## src/rtl/serial_arith_pkg.sv

```systemverilog
// Shared types and helpers for the bit-serial arithmetic blocks.
package serial_arith_pkg;

   typedef enum logic [1:0] {IDLE, RUN, DONE} state_t;

   function automatic int cnt_w(input int n);
      return $clog2(n);
   endfunction

endpackage

```

## src/rtl/full_subtractor.sv

```systemverilog
// One-bit full subtractor: d = x - y - bi, bo is the borrow into the next bit.
module full_subtractor (
   input  logic x,
   input  logic y,
   input  logic bi,
   output logic d,
   output logic bo
);

   assign d  = x ^ y ^ bi;
   assign bo = (~x & y) | (~(x ^ y) & bi);

endmodule

```

## src/rtl/serial_subtractor.sv

```systemverilog
// Bit-serial N-bit subtractor, LSB first: {bout, diff} = a - b - bin over N RUN cycles.
module serial_subtractor
   import serial_arith_pkg::*;
#(
   parameter int N = 8
) (
   input  logic         clk,
   input  logic         rst,
   input  logic         start,
   input  logic [N-1:0] a,
   input  logic [N-1:0] b,
   input  logic         bin,
   output logic         ready,
   output logic         done,
   output logic [N-1:0] diff,
   output logic         bout
);

   localparam int CNT_W = cnt_w(N);
   localparam logic [CNT_W-1:0] LAST = CNT_W'(N - 1);

   state_t           state;
   logic [N-1:0]     a_sr;
   logic [N-1:0]     b_sr;
   logic [N-2:0]     res_sr;
   logic             br;
   logic [CNT_W-1:0] cnt;
   logic             d;
   logic             bo;
   logic [N-1:0]     res_next;

   full_subtractor u_fs (
      .x  (a_sr[0]),
      .y  (b_sr[0]),
      .bi (br),
      .d  (d),
      .bo (bo)
   );

   // The final difference bit joins the N-1 already collected; it never needs storing in res_sr.
   assign res_next = {d, res_sr};

   always_ff @(posedge clk or posedge rst) begin
      if (rst) begin
         state  <= IDLE;
         ready  <= 1'b1;
         done   <= 1'b0;
         diff   <= '0;
         bout   <= 1'b0;
         cnt    <= '0;
         a_sr   <= '0;
         b_sr   <= '0;
         res_sr <= '0;
         br     <= 1'b0;
      end else begin
         done <= 1'b0;
         case (state)
            IDLE, DONE: begin
               if (start) begin
                  a_sr  <= a;
                  b_sr  <= b;
                  br    <= bin;
                  cnt   <= '0;
                  state <= RUN;
                  ready <= 1'b0;
               end else begin
                  state <= IDLE;
                  ready <= 1'b1;
               end
            end
            RUN: begin
               res_sr <= res_next[N-1:1];
               a_sr   <= a_sr >> 1;
               b_sr   <= b_sr >> 1;
               br     <= bo;
               cnt    <= cnt + 1'b1;
               if (cnt == LAST) begin
                  state <= DONE;
                  ready <= 1'b1;
                  done  <= 1'b1;
                  diff  <= res_next;
                  bout  <= bo;
               end
            end
            default: begin
               state <= IDLE;
               ready <= 1'b1;
            end
         endcase
      end
   end

endmodule

```

## config.mk

```make
export PLATFORM = sky130hd
export DESIGN_NAME = serial_subtractor
export DESIGN_NICKNAME = d
export VERILOG_FILES = /design/src/rtl/serial_arith_pkg.sv /design/src/rtl/full_subtractor.sv /design/src/rtl/serial_subtractor.sv
export SDC_FILE = /design/constraint.sdc
export NUM_CORES = 1
export LEC_CHECK = 0
export ABC_AREA = 1
export CAP_MARGIN = 20
export CELL_PAD_IN_SITES_DETAIL_PLACEMENT = 1
export CELL_PAD_IN_SITES_GLOBAL_PLACEMENT = 2
export CORE_UTILIZATION = 33
export CTS_CLUSTER_DIAMETER = 120
export DETAILED_ROUTE_END_ITERATION = 16
export HOLD_SLACK_MARGIN = 0.15
export PLACE_DENSITY = 0.9
export SYNTH_ARGS = -nofsm -noshare
export SYNTH_HDL_FRONTEND = slang
export SYNTH_SLANG_ARGS = --single-unit
```

## constraint.sdc

```tcl
create_clock -name clk -period 2.7 [get_ports clk]
set_input_delay 0.54 -clock clk [delete_from_list [all_inputs] [get_ports clk]]
set_output_delay 0.54 -clock clk [all_outputs]
set_load 0.02 [all_outputs]
```

==> impl_summary.md <==
STA
The max-slew violation total from the final report is 0. The summed negative setup slack over all endpoints is 0 ns. Setup repair after global routing left no endpoint under its margin. The actual transition at the worst max-transition pin is 0.666 ns. The tightest hold path in the finished design has a slack of 0.481 ns. The final count of hold timing violations came to 0. In this run the tightest slew margin relative to its limit is 55.6%.

Of the available clock period, the critical path in the final layout requires 73.2%. The final setup skew is 0.00652 ns. Setup slack closes at 0.724 ns. For the finished layout, the period the worst path requires is 1.98 ns. The final setup violation count is 0. The maximum clock frequency is 506 MHz.

Synthesis
The synthesized netlist devotes 25.3% of its cell area to simple gates. Summing the areas of all compound-gate instances in the mapped netlist gives 6.63% of the synthesized area. Multiplexer cells account for 0% of the synthesized area. For this run, the number of Yosys warnings is 0. The post-synth net total is 250. The xor and xnor area share after synthesis is 0%. The dominant combinational cell family by area after synthesis is simple AND/OR/NAND/NOR gates. The post-synthesis average cell area is 8.31 um2. The area of the mapped netlist is 0.00189 mm2. After synthesis the netlist holds a flip-flop and latch count of 40. The number of instances in the synthesized netlist is 227.

The proportion of synthesized chip area in sequential cells is 53.1%. Yosys mapped the design onto 21 distinct sky130hd cell types. After Yosys synthesis, full adders, half adders and majority gates account for 2.39% of the synthesized area.

Global routing
The number of antenna violations at the first check in global routing is 0. The total global routing track utilization is 15.0%. Entering global routing, the biggest net connects 41 pins. The sum of overflow across all layers after global routing is 0. The via count of the first global-routing pass is 1489. The first-pass GRT wire length is 7.04 mm.

Routing
The number of DRC violations after detailed routing is 0. The vias after detailed routing is 1493. The number of DRC violations after detailed-routing iteration 0 is 75. The per-cell via count in the routed design is 4.52.

Summed over all layers, the routed wires come to 4.00 mm. The antenna violation net count after detailed routing is 0. The pre-antenna-repair detailed-routing pass consisted of 4 iterations. The routed wire length per instance is 12.1 um.

Layout
The count of nets after finishing is 280. The top cell types in the final layout, fill and taps aside, are sky130_fd_sc_hd__nand2_1 (74), sky130_fd_sc_hd__inv_1 (43), sky130_fd_sc_hd__dfrtp_1 (39). The share of final-layout standard cells stronger than drive strength 1 is 10.5%. The number of antenna diodes is 0. The layout overhead on the synthesized area is 24.2%.

Leaving out fill and tap cells, the most frequent cell in the layout is sky130_fd_sc_hd__nand2_1.

Worst setup path
The number of buffer and inverter instances along the worst setup path is 1. The delay of the slowest critical-path stage is 0.59 ns. Broken down by cell family, the worst path's largest delay share belongs to buffers and inverters. On the critical path, the stage with the largest delay is an instance of sky130_fd_sc_hd__clkdlybuf4s50_1. The worst setup path is captured at a primary output. The top fanout value on the critical path is 2.

The data required time at the worst endpoint is 2.16 ns. Walking the worst path, the cells encountered are clkdlybuf4s50_1. The signal arrival time at the worst endpoint is 1.44 ns. The type of the worst setup path is register to primary output. STA classifies the critical path startpoint as a register.

CTS
The H-tree depth is 2. TritonCTS built the clock tree. The number of setup buffers added after CTS is 0.

The number of buffers created by CTS is 5. The number of clock sinks is 40. After clock tree synthesis, the clock-pin slew on the worst setup and hold paths is 0.08 ns. Clock latency on the worst-skew pair, taken at its later pin, is 0.30 ns. The maximum number of buffers from clock root to sink is 2. The number of gates resized after CTS is 0. The tree is rooted in a sky130_fd_sc_hd__clkbuf_8. The cts-stage hold buffer count is 0.

Run status
The run finished with clean final reports.

Floorplanning
The die outline height is 77.6 um. The starting utilization of the core area is 34.3%. The die is 77.6 um wide. The cell row count is 27. The die outline area is 0.00602 mm2. During I/O placement, the number of pins put on the boundary was 31. The core footprint is 0.00551 mm2.

Power
Across the VDD grid, the largest voltage drop is 0.456 mV. In this run the power spent charging and discharging nets is 0.00118 W. The power per standard cell area is 1210 mW/mm2. Net switching is 41.7% of the power. Cell internal power was estimated by the tool at 0.00165 W. The share of total power dissipated in the clock network is 17.4%.

The static power due to leakage is 1.25 nW. The combinational group share of total power is 44.5%. The fraction of power consumed by sequential logic is 38.1%.

Flow run
The max-cap violation count is 0.

Placed design
The worst setup timing slack at the placement stage is 0.943 ns. In this run the tool buffered the top-level ports with 30 buffer cells. At the end of routability-driven placement, the weighted congestion stood at 0.688. The HPWL after detailed placement is 2.76 mm.

Min path
The path class of the lowest-slack min-delay path is register to register.
## metrics by stage
step | utilization, % | cells | area, um2 | total power (W)
detailed placement | 40.5 | 322 | 2230 | 0.00238
CTS | 42.6 | 330 | 2340 | 0.00289
finish | 42.6 | 330 | 2340 | 0.00284
global placement | 40.5 | 322 | 2230 | 0.00232
floorplan | - | 227 | 1890 | 0.00200
global route | 42.6 | 330 | 2340 | 0.00310
## synthesized netlist by cell type, drive strengths merged
cell / count / area, um2
a21oi: 1 / 5.00
buf: 7 / 52.5
clkbuf: 2 / 7.51
dfrtp: 39 / 976
dfstp: 1 / 26.3
fa: 1 / 20.0
ha: 2 / 25.0
inv: 46 / 178
nand2: 78 / 313
nand3: 29 / 145
nor2: 3 / 18.8
o21ai: 18 / 120
## power by group through the flow
stage / Clock, W / Combinational, W / Sequential, W
floorplan: 0 / 0.000898 / 0.00110
global route: 0.000524 / 0.00145 / 0.00112
detailed placement: 0 / 0.00129 / 0.00109
global placement: 0 / 0.00124 / 0.00108
finish: 0.000492 / 0.00126 / 0.00108
CTS: 0.000508 / 0.00130 / 0.00109
## logic make-up after synthesis
logic type,count (synthesis)
AND/OR/NAND/NOR,110
buffers and inverters,55
flip-flops,40
AO/OA/AOI/OAI,19
adder cells (fa/ha/maj),3
## final cells by class
class                      count  area (um2)
fill                         665        3160
sequential                    40        1000
multi-input combinational    132         647
timing repair buffer          32         315
inverter                      46         178
tap                           72        90.1
clock buffer                   5        68.8
clock inverter                 3        42.5
## layer usage
layer / track usage (%) / vias up / share of wire [%]
met3: 2.94 / 7 / 2.4
met4: 6.79 / 0 / 2.1
met2: 23.5 / 19 / 48
li1: - / 740 / -
met1: 20.0 / 727 / 48
met5: 0 / - / 0
## sequential cells by signal, indices dropped and copies added, names as in the netlist
name    cells
diff        8
b_sr        8
a_sr        8
ready       1
res_sr      7
cnt         3
bout        1
br          1
done        1
state       2
## worst register-to-register path: stages (launching register included)
cell and delay (ns):
sky130_fd_sc_hd__dfrtp_1 0.78, sky130_fd_sc_hd__nand2_2 0.16, sky130_fd_sc_hd__buf_4 0.27, sky130_fd_sc_hd__o21ai_1 0.28, sky130_fd_sc_hd__nand2_1 0.09
## path summary, 6_finish.rpt
kind / from / endpoint / slack, ns / depth (start not counted)
worst min-delay path: ready$_DFFE_PP1P_ / ready$_DFFE_PP1P_ / 0.48 / 2
max in group asynchronous: rst / ready$_DFFE_PP1P_ / 1.67 / 3
min in group asynchronous: rst / res_sr[4]$_DFFE_PP0P_ / 0.68 / 3
worst max register to register: state[0]$_DFFE_PP0P_ / ready$_DFFE_PP1P_ / 1.05 / 4
worst max-delay path: ready$_DFFE_PP1P_ / ready / 0.72 / 1
worst min register to register: ready$_DFFE_PP1P_ / ready$_DFFE_PP1P_ / 0.48 / 2
Note: power is estimated with default switching activity, not from simulation.
